<file path="src/rtl/cpu_pkg.sv">
// cpu_pkg: opcode/funct constants, ALU control codes, decode-stage state and control bundle.
package cpu_pkg;
  localparam logic [5:0] OP_RTYPE = 6'h00, OP_J = 6'h02, OP_BEQ = 6'h04, OP_BNE = 6'h05;
  localparam logic [5:0] OP_ADDI = 6'h08, OP_ANDI = 6'h0C, OP_ORI = 6'h0D, OP_LW = 6'h23, OP_SW = 6'h2B;
  localparam logic [5:0] FN_SLL = 6'h00, FN_ADD = 6'h20, FN_SUB = 6'h22, FN_AND = 6'h24, FN_OR = 6'h25, FN_SLT = 6'h2A;
  typedef enum logic [3:0] {
    ALU_ADD = 4'd0, ALU_SUB = 4'd1, ALU_AND = 4'd2, ALU_OR = 4'd3, ALU_SLT = 4'd4, ALU_SLL = 4'd5
  } alu_ctrl_t;
  typedef enum logic [1:0] {EMPTY = 2'd0, FULL = 2'd1, BUBBLE = 2'd2} id_state_t;
  typedef struct packed {
    logic      reg_dst;
    logic      alu_src;
    logic      mem_read;
    logic      mem_write;
    logic      mem_to_reg;
    logic      reg_write;
    logic      branch;
    logic      bne;
    logic      jump;
    logic      ext_op;
    alu_ctrl_t alu_ctrl;
  } ctrl_t;
endpackage

</file>
<file path="src/rtl/id_stage_if.sv">
// id_stage_if: fetch-side, execute-side and decoded-output signals of the decode stage.
interface id_stage_if;
  logic        if_valid, id_ready, ex_ready, flush, ex_memRead, id_valid;
  logic [31:0] if_instr, if_pc4, id_pc4;
  logic [4:0]  ex_rt, rs, rt, rd, shamt;
  logic [15:0] imm16;
  logic        extOp, regDst, aluSrc, memRead, memWrite, memToReg, regWrite, branch, bne, jump, illegal;
  logic [3:0]  aluCtrl;
  modport slave (
    input  if_valid, if_instr, if_pc4, ex_ready, flush, ex_memRead, ex_rt,
    output id_ready, id_valid, id_pc4, rs, rt, rd, shamt, imm16, extOp,
    output regDst, aluSrc, memRead, memWrite, memToReg, regWrite, branch, bne, jump, aluCtrl, illegal
  );
  modport master (
    output if_valid, if_instr, if_pc4, ex_ready, flush, ex_memRead, ex_rt,
    input  id_ready, id_valid, id_pc4, rs, rt, rd, shamt, imm16, extOp,
    input  regDst, aluSrc, memRead, memWrite, memToReg, regWrite, branch, bne, jump, aluCtrl, illegal
  );
endinterface

</file>
<file path="src/rtl/id_decoder.sv">
// id_decoder: combinational opcode/funct to control-bundle decode with illegal-instruction flag.
module id_decoder
  import cpu_pkg::*;
(
  input  logic [5:0] opcode,
  input  logic [5:0] funct,
  output ctrl_t      ctrl,
  output logic       illegal
);
  always_comb begin
    ctrl = '0;
    illegal = 1'b0;
    case (opcode)
      OP_RTYPE: begin
        ctrl.reg_dst = 1'b1;
        ctrl.reg_write = 1'b1;
        case (funct)
          FN_ADD: ctrl.alu_ctrl = ALU_ADD;
          FN_SUB: ctrl.alu_ctrl = ALU_SUB;
          FN_AND: ctrl.alu_ctrl = ALU_AND;
          FN_OR: ctrl.alu_ctrl = ALU_OR;
          FN_SLT: ctrl.alu_ctrl = ALU_SLT;
          FN_SLL: ctrl.alu_ctrl = ALU_SLL;
          default: begin
            ctrl = '0;
            illegal = 1'b1;
          end
        endcase
      end
      OP_ADDI: ctrl = '{alu_src: 1'b1, reg_write: 1'b1, ext_op: 1'b1, alu_ctrl: ALU_ADD, default: 1'b0};
      OP_ANDI: ctrl = '{alu_src: 1'b1, reg_write: 1'b1, alu_ctrl: ALU_AND, default: 1'b0};
      OP_ORI: ctrl = '{alu_src: 1'b1, reg_write: 1'b1, alu_ctrl: ALU_OR, default: 1'b0};
      OP_LW: ctrl = '{alu_src: 1'b1, mem_read: 1'b1, mem_to_reg: 1'b1, reg_write: 1'b1, ext_op: 1'b1, alu_ctrl: ALU_ADD, default: 1'b0};
      OP_SW: ctrl = '{alu_src: 1'b1, mem_write: 1'b1, ext_op: 1'b1, alu_ctrl: ALU_ADD, default: 1'b0};
      OP_BEQ: ctrl = '{branch: 1'b1, ext_op: 1'b1, alu_ctrl: ALU_SUB, default: 1'b0};
      OP_BNE: ctrl = '{branch: 1'b1, bne: 1'b1, ext_op: 1'b1, alu_ctrl: ALU_SUB, default: 1'b0};
      OP_J: ctrl = '{jump: 1'b1, alu_ctrl: ALU_ADD, default: 1'b0};
      default: illegal = 1'b1;
    endcase
  end
endmodule

</file>
<file path="src/rtl/id_stage.sv">
// id_stage: IF/ID register, valid/ready handshake FSM and decode; LOAD_USE_STALL_EN adds a load-use bubble.
module id_stage
  import cpu_pkg::*;
#(
  parameter logic [31:0] NOP_INSTR = 32'h0000_0000
) (
  input logic       clk,
  input logic       rst_n,
  id_stage_if.slave io
);
  logic [31:0] instr_q, pc4_q;
  logic        valid_q, hazard, live, load, xfer;
  id_state_t   state_q, state_d;
  ctrl_t       ctrl, oc;
  logic        dec_illegal;

  id_decoder u_dec (.opcode(instr_q[31:26]), .funct(instr_q[5:0]), .ctrl(ctrl), .illegal(dec_illegal));

`ifdef LOAD_USE_STALL_EN
  // sw reads rt as store data even though its ALU operand is the immediate
  assign hazard = valid_q && state_q == FULL && io.ex_memRead && io.ex_rt != 5'd0 &&
                  (io.ex_rt == instr_q[25:21] ||
                   (io.ex_rt == instr_q[20:16] && (!ctrl.alu_src || instr_q[31:26] == OP_SW)));
`else
  logic unused_hazard_in;
  assign unused_hazard_in = ^{io.ex_memRead, io.ex_rt};
  assign hazard = 1'b0;
`endif

  assign live = valid_q && state_q == FULL && !hazard;
  assign io.id_ready = !valid_q || (io.ex_ready && !hazard && state_q != BUBBLE);
  assign load = io.if_valid && io.id_ready;
  assign xfer = live && io.ex_ready;

  always_comb begin
    state_d = io.flush ? EMPTY :
              state_q == BUBBLE ? FULL :
              hazard ? BUBBLE :
              load ? FULL :
              xfer ? EMPTY : state_q;
  end

  always_ff @(posedge clk or negedge rst_n) begin
    if (!rst_n) begin
      state_q <= EMPTY;
      valid_q <= 1'b0;
      instr_q <= NOP_INSTR;
      pc4_q <= '0;
    end else begin
      state_q <= state_d;
      valid_q <= state_d != EMPTY;
      if (io.flush) instr_q <= NOP_INSTR;
      else if (load) begin
        instr_q <= io.if_instr;
        pc4_q <= io.if_pc4;
      end
    end
  end

  assign oc = live ? ctrl : '0;
  assign io.id_valid = live;
  assign io.id_pc4 = pc4_q;
  assign io.rs = instr_q[25:21];
  assign io.rt = instr_q[20:16];
  assign io.rd = instr_q[15:11];
  assign io.shamt = instr_q[10:6];
  assign io.imm16 = instr_q[15:0];
  assign io.extOp = oc.ext_op;
  assign io.regDst = oc.reg_dst;
  assign io.aluSrc = oc.alu_src;
  assign io.memRead = oc.mem_read;
  assign io.memWrite = oc.mem_write;
  assign io.memToReg = oc.mem_to_reg;
  assign io.regWrite = oc.reg_write;
  assign io.branch = oc.branch;
  assign io.bne = oc.bne;
  assign io.jump = oc.jump;
  assign io.aluCtrl = oc.alu_ctrl;
  assign io.illegal = live && dec_illegal;
endmodule
</file>
<file path="src/flat_wrapper.sv">
// flat-port wrapper written by rule: the top's interface ports become plain ports
module id_stage_flat import cpu_pkg::*;
#(
  parameter logic [31:0] NOP_INSTR = 32'h0000_0000
)
  (clk, rst_n, io_if_valid, io_if_instr, io_if_pc4, io_ex_ready, io_flush, io_ex_memRead, io_ex_rt, io_id_ready, io_id_valid, io_id_pc4, io_rs, io_rt, io_rd, io_shamt, io_imm16, io_extOp, io_regDst, io_aluSrc, io_memRead, io_memWrite, io_memToReg, io_regWrite, io_branch, io_bne, io_jump, io_aluCtrl, io_illegal);
  id_stage_if io_i ();
  input logic clk;
  input logic rst_n;
  input wire logic [$bits(io_i.if_valid)-1:0] io_if_valid;
  input wire logic [$bits(io_i.if_instr)-1:0] io_if_instr;
  input wire logic [$bits(io_i.if_pc4)-1:0] io_if_pc4;
  input wire logic [$bits(io_i.ex_ready)-1:0] io_ex_ready;
  input wire logic [$bits(io_i.flush)-1:0] io_flush;
  input wire logic [$bits(io_i.ex_memRead)-1:0] io_ex_memRead;
  input wire logic [$bits(io_i.ex_rt)-1:0] io_ex_rt;
  output wire logic [$bits(io_i.id_ready)-1:0] io_id_ready;
  output wire logic [$bits(io_i.id_valid)-1:0] io_id_valid;
  output wire logic [$bits(io_i.id_pc4)-1:0] io_id_pc4;
  output wire logic [$bits(io_i.rs)-1:0] io_rs;
  output wire logic [$bits(io_i.rt)-1:0] io_rt;
  output wire logic [$bits(io_i.rd)-1:0] io_rd;
  output wire logic [$bits(io_i.shamt)-1:0] io_shamt;
  output wire logic [$bits(io_i.imm16)-1:0] io_imm16;
  output wire logic [$bits(io_i.extOp)-1:0] io_extOp;
  output wire logic [$bits(io_i.regDst)-1:0] io_regDst;
  output wire logic [$bits(io_i.aluSrc)-1:0] io_aluSrc;
  output wire logic [$bits(io_i.memRead)-1:0] io_memRead;
  output wire logic [$bits(io_i.memWrite)-1:0] io_memWrite;
  output wire logic [$bits(io_i.memToReg)-1:0] io_memToReg;
  output wire logic [$bits(io_i.regWrite)-1:0] io_regWrite;
  output wire logic [$bits(io_i.branch)-1:0] io_branch;
  output wire logic [$bits(io_i.bne)-1:0] io_bne;
  output wire logic [$bits(io_i.jump)-1:0] io_jump;
  output wire logic [$bits(io_i.aluCtrl)-1:0] io_aluCtrl;
  output wire logic [$bits(io_i.illegal)-1:0] io_illegal;
  assign io_i.if_valid = io_if_valid;
  assign io_i.if_instr = io_if_instr;
  assign io_i.if_pc4 = io_if_pc4;
  assign io_i.ex_ready = io_ex_ready;
  assign io_i.flush = io_flush;
  assign io_i.ex_memRead = io_ex_memRead;
  assign io_i.ex_rt = io_ex_rt;
  assign io_id_ready = io_i.id_ready;
  assign io_id_valid = io_i.id_valid;
  assign io_id_pc4 = io_i.id_pc4;
  assign io_rs = io_i.rs;
  assign io_rt = io_i.rt;
  assign io_rd = io_i.rd;
  assign io_shamt = io_i.shamt;
  assign io_imm16 = io_i.imm16;
  assign io_extOp = io_i.extOp;
  assign io_regDst = io_i.regDst;
  assign io_aluSrc = io_i.aluSrc;
  assign io_memRead = io_i.memRead;
  assign io_memWrite = io_i.memWrite;
  assign io_memToReg = io_i.memToReg;
  assign io_regWrite = io_i.regWrite;
  assign io_branch = io_i.branch;
  assign io_bne = io_i.bne;
  assign io_jump = io_i.jump;
  assign io_aluCtrl = io_i.aluCtrl;
  assign io_illegal = io_i.illegal;
  id_stage #(.NOP_INSTR(NOP_INSTR)) u_core (.clk(clk), .rst_n(rst_n), .io(io_i));
endmodule
</file>
<file path="config.mk">
export PLATFORM = sky130hd
export DESIGN_NAME = id_stage_flat
export DESIGN_NICKNAME = d
export VERILOG_FILES = /design/src/rtl/cpu_pkg.sv /design/src/rtl/id_stage_if.sv /design/src/rtl/id_decoder.sv /design/src/rtl/id_stage.sv /design/src/flat_wrapper.sv
export SDC_FILE = /design/constraint.sdc
export NUM_CORES = 1
export LEC_CHECK = 0
export ABC_AREA = 0
export ABC_CLOCK_PERIOD_IN_PS = 2300
export CAP_MARGIN = 20
export CORE_MARGIN = 10
export CORE_UTILIZATION = 41
export DETAILED_ROUTE_END_ITERATION = 6
export GPL_TIMING_DRIVEN = 0
export HOLD_SLACK_MARGIN = 0.15
export PLACE_DENSITY = 0.85
export SKIP_CTS_REPAIR_TIMING = 1
export SKIP_LAST_GASP = 1
export SLEW_MARGIN = 5
export SYNTH_ARGS = -nofsm -noshare
export SYNTH_HDL_FRONTEND = slang
export SYNTH_SLANG_ARGS = --single-unit
</file>
<file path="constraint.sdc">
create_clock -name clk -period 2.3 [get_ports clk]
set_input_delay 0.69 -clock clk [delete_from_list [all_inputs] [get_ports clk]]
set_output_delay 0.69 -clock clk [all_outputs]
set_load 0.05 [all_outputs]
</file>
## Word level (Yosys, flattened, before mapping)

Cells that the tools add are included.

| word-level totals | value |
|---|---|
| logic and storage cells | 47 |
| flip-flop bits (word level) | 67 |
| bits of input ports | 75 |
| output and inout port bits | 85 |

| operators by class | value |
|---|---|
| multiplexer cells | 12 |
| eq/ne operators | 16 |
| reduce and logical (&&, ||, !) cells | 14 |
| bitwise gates (word level) | 1 |

Operators by type and width:

| operator | number |
|---|---|
| $pmux 14 s9 | 1 |
| $mux 32 | 2 |
| $eq 6x6->1 const B | 7 |
| $eq 6x4->1 const B | 3 |
| $pmux 3 s5 | 1 |
| $mux 14 | 1 |
| $eq 6x3->1 const B | 2 |
| $logic_not 6->1 | 2 |
| $mux 10 | 1 |
| $mux 2 | 4 |
| $reduce_or 8->1 | 1 |
| $eq 6x2->1 const B | 1 |
| $reduce_or 6->1 | 1 |
| $logic_and 1x1->1 | 5 |
| $reduce_bool 2->1 | 2 |
| $eq 2x1->1 const B | 1 |
| $eq 2x2->1 const B | 1 |
| $ne 2x2->1 const B | 1 |
| $pmux 1 s2 | 1 |
| $reduce_and 2->1 | 1 |
| $logic_not 1->1 | 1 |
| $logic_or 1x1->1 | 1 |
| $mux 1 | 1 |
| $not 1->1 | 1 |

## Longest topological paths before layout

| logic depth | value |
|---|---|
| depth after elaboration | 8 |
| mapped depth | 6 |
| depth with buffers taken out | 5 |

## Hierarchy

From an unflattened synthesis, not the netlist that was laid out.

| unflattened totals | value |
|---|---|
| cells, all modules | 257 |
| area, all modules | 3251.9 um^2 |

Modules (own cells, without submodules):

| module | area each (um^2) | times used | cells an instance | sequential area each (um^2) |
|---|---|---|---|---|
| id_stage | 2949.1 | 1 | 208 | 1676.6 |
| id_decoder | 302.8 | 1 | 49 | 0.0 |

## Worst setup path before layout

No wires, ideal clock.

| timing | value |
|---|---|
| path kind | flip-flop to output port |
| start point | reg u_core.valid_q |
| end point | out io_memToReg |
| arrival time | 2.619 ns |
| path buffers | 2 |
| required time | 1.610 ns |
| cell stages (with the launch flop) | 7 |
| path slack | -1.009 ns |
| path through | dfrtp_1 -> nand2_1 -> or2_1 -> buf_2 -> or3_1 -> nor3_1 -> buf_4 |

| on the way | value |
|---|---|
| word-level cells in the longest chain between the ends | 2 |

RTL lines:

| element | RTL line | RTL |
|---|---|---|
| start, declared | id_stage.sv:12 | `logic valid_q, hazard, live, load, xfer;` |
| start signal, assigned | id_stage.sv:46 | `valid_q <= 1'b0;` |
| start signal, assigned | id_stage.sv:51 | `valid_q <= state_d != EMPTY;` |
| $logic_and 1x1->1 | id_stage.sv:30 | `assign live = valid_q && state_q == FULL && !hazard;` |
| $mux 14 | id_stage.sv:60 | `assign oc = live ? ctrl : '0;` |
| end, declared | flat_wrapper.sv:30 | `output wire logic [$bits(io_i.memToReg)-1:0] io_memToReg;` |

No other way between the ends.

## Worst setup path after layout

| timing | value |
|---|---|
| start point | reg u_core.instr_q[29] |
| end point | out io_illegal |

| on the way | value |
|---|---|
| word-level cells in the longest chain between the ends | 4 |
| elaborated cells between the ends (all ways) | 12 |
| those cells by class | eq/ne: 8; mux: 1; reduce/logical: 3 |

RTL lines:

| element | RTL line | RTL |
|---|---|---|
| start, declared | id_stage.sv:11 | `logic [31:0] instr_q, pc4_q;` |
| start signal, assigned | id_stage.sv:54 | `instr_q <= io.if_instr;` |
| $eq 6x2->1, or another cell as far along | id_decoder.sv:13 | `case (opcode)` |
| $reduce_or 8->1 (no line) | -- |  |
| $pmux 1 s2 (*) | id_decoder.sv:13 |  |
| $logic_and 1x1->1 (*) | id_stage.sv:79 | `assign io.illegal = live && dec_illegal;` |
| end, declared | flat_wrapper.sv:36 | `output wire logic [$bits(io_i.illegal)-1:0] io_illegal;` |

Mark *: on every way between the ends. The rest lies on a longest branch, timed or not.

==> run_results.csv <==
group,metric,value,unit
sta,setup_viol,12,
detailed_routing,ant_nets,0,
synthesis,ys_ff_latch,67,
global_routing,antenna_found_initial,1,
clock_tree,insertion_delay,0.34,ns
setup_path,worstSetupStartpoint,"u_core.instr_q[29]",
synthesis,synth_compound_area_share,14.7,%
detailed_routing,viasPerCell,5.04,
floorplanning,core_area,0.00818,mm^2
layout,utilization,69.1,%
sta,post-route-period-util,115,%
sta,slew_headroom,45.0,%
synthesis,synth_top_area_share,49.2,%
synthesis,synth_top_family_by_area,"compound AO/OA/AOI/OAI gates",
layout,area_delta_synth_final,65.7,%
floorplanning,io_pins,160,
clock_tree,cts.sinks,67,
place,pre_cts_slack,-1.10,ns
floorplanning,die_h,111,um
floorplanning,initial_core_util,41.7,%
global_routing,overflow,0,
clock_tree,tritoncts,"done",
synthesis,muxShareOfSynthArea,10.6,%
floorplanning,floorplan.die_area,0.0124,mm^2
detailed_routing,wl_per_cell,17.9,um
setup_path,critPathMaxFanout,10,
synthesis,synth_area,0.00341,mm^2
layout,diodes,0,
setup_path,cp-start-kind,"flop",
synthesis,synth_nets,403,
synthesis,yosys_most_used_dff,"dfrtp_1",
global_routing,globalRouteTotalUtil,16.7,%
clock_tree,cts_buffer_depth,2,
synthesis,synth_warnings,0,
detailed_routing,highest_layer,"met5",
place,dp_hpwl,8060,um
synthesis,syn_inst,328,
setup_path,r2r-start,"u_core.state_q[1]",
detailed_routing,dr_wl_met3,1180,um
setup_path,critPathCaptureType,"primary output",
synthesis,synthXorXnorAreaFrac,0,%
place,gp_congestion,0.808,
sta,finalCriticalPeriod,2.65,ns
outcome,status,"finished, violations left",
sta,fmax,377,MHz
synthesis,synth_edf_count,0,
place,dpl_cell_area,0.00511,mm^2
global_routing,grt_pass1_wl,17100,um
pwr,ir_drop,0.716,mV
detailed_routing,finalWirelength,10900,um
sta,clock_skew,0.00932,ns
sta,slew_violations,0,
detailed_routing,met2_length,5740,um
setup_path,worstPathArrival,1.96,ns
sta,rsz0062_at_grt,"yes",
synthesis,yosysTopAreaCell,"dfrtp_1",
layout,drive_above_1_share,32.3,%
place,port_buffers,150,
detailed_routing,drt_drc_violations_left,0,
global_routing,grt_max_degree,68,
sta,setup_tns,-3.39,ns
setup_path,critPathKind,"flop to primary output",
clock_tree,numCtsBuffers,9,
layout,fin_area,0.00565,mm^2
clock_tree,htree_levels,3,
global_routing,grt_pass1_vias,3447,
pwr,total_power,3.86,mW
detailed_routing,vias,3069,
synthesis,ys_types,46,
sta,worst_pin_slew,0.825,ns
synthesis,synth_area_per_cell,10.4,um^2
clock_tree,path_clk_slew,0.08,ns
layout,nets,574,
detailed_routing,drt_iter0_drc,150,
sta,hold_violations,0,
outcome,violations,"negative setup slack",
pwr,p_leak,2.91,nW
synthesis,synth_simple_gate_area_share,12.8,%
pwr,powerDensity,683,mW/mm^2
floorplanning,rows,33,
clock_tree,cts_root_buf,"clkbuf_8",
synthesis,seq_area_frac_synth,49.2,%
floorplanning,die_w,111,um
synthesis,synthArstFlopShare,100,%
sta,setup_slack,-0.354,ns
detailed_routing,dr.pass1.iters,4,
synthesis,yosys-top-cells-area,"dfrtp_1 49%, mux2_2 10%, buf_4 8.6%, a21oi_1 5.7%, nand3_1 5.1%",
flow_run,cap_violations,0,
detailed_routing,wl_met1,3860,um
synthesis,synthAdderAreaFrac,0,%
hold_path,hold_path.class,"input pin to async pin",
setup_path,cp.required,1.61,ns
sequential cells by signal, summed over array words and instances, names as in the netlist:
signal            count
u_core.instr_q       32
u_core.valid_q        1
u_core.io.id_pc4     32
u_core.state_q        2
kinds of logic (layout without fill, tap and decap cells):
family / count (synthesis) / after routing
flip-flops: 67 / 67
multiplexers: 32 / 32
AO/OA/AOI/OAI: 87 / 87
buffers and inverters: 66 / 242
other: 1 / 1
AND/OR/NAND/NOR: 75 / 75
worst paths after layout:
check                                            end  slack, ns  depth (start not counted)
min in group clk                 u_core.io.id_pc4[7]       0.50                          1
max in group asynchronous          u_core.instr_q[3]       1.26                          1
worst max-delay path                      io_illegal      -0.35                          6
worst min-delay path            u_core.io.id_pc4[11]       0.43                          1
worst max register to register  u_core.io.id_pc4[14]       0.53                          5
worst min register to register   u_core.io.id_pc4[7]       0.50                          1
area by class of cell:
class                      count  area [um^2]
clock buffer                   9          124
timing repair buffer         161         1700
sequential                    67         1690
buffer                        61          428
clock inverter                 7         92.6
fill                         622         2520
multi-input combinational    195         1460
tap                          105          131
inverter                       4         27.5
critical path: stages, from the launching register on:
cell and delay, ns:
dfrtp_1 0.37, buf_4 0.18, nor3_4 0.21, and2_4 0.18
or3b_4 0.38, a21oi_4 0.13, buf_6 0.17
Yosys cell counts, drive strengths merged, types with 2 or more instances:
cell type,n
a211oi,3
a21oi,39
and3,4
buf,51
clkbuf,11
dfrtp,67
inv,4
mux2,32
nand2,5
nand2b,2
nand3,35
nand4b,2
nor2,6
nor2b,3
nor3,5
o21a,2
o21ai,34
o21ba,2
or2,2
or3,3
report_power, final:
part	total [mW]	leakage (nW)	internal, mW	switching, mW
clock network	1.07	0.101	0.606	0.463
logic	1.38	1.97	0.566	0.818
registers	1.41	0.832	1.31	0.0941
total	3.86	2.91	2.49	1.38
routing by layer:
| metal | GRT usage [%] | vias up |
|---|---|---|
| met4 | 6.08 | 2 |
| met2 | 29.2 | 106 |
| met1 | 16.0 | 1485 |
| li1 | - | 1461 |
| met5 | 0 | - |
| met3 | 9.42 | 15 |
through the flow:
stage | hold WS (ns) | instances
2_1_floorplan | 0.394 | 328
3_3_place_gp | 0.471 | 583
3_5_place_dp | 0.488 | 583
4_1_cts | 0.473 | 599
5_1_grt | 0.503 | 609
6_report | 0.434 | 609
placed cells by master (no fill, tap or decap), types with 3 or more instances in the layout:
master,instances
a21oi_1,36
clkbuf_1,11
clkdlybuf4s50_1,96
buf_8,5
mux2_2,31
nand3_1,35
inv_1,3
clkinvlp_4,3
dlymetal6s2s_1,37
dfrtp_2,8
o21ai_0,33
dfrtp_1,59
nor3_4,4
buf_4,51
buf_6,16
nand2_1,5
buf_2,4
nor2_1,4
clkbuf_8,9
No activity file was read; power rests on OpenSTA's default activity.
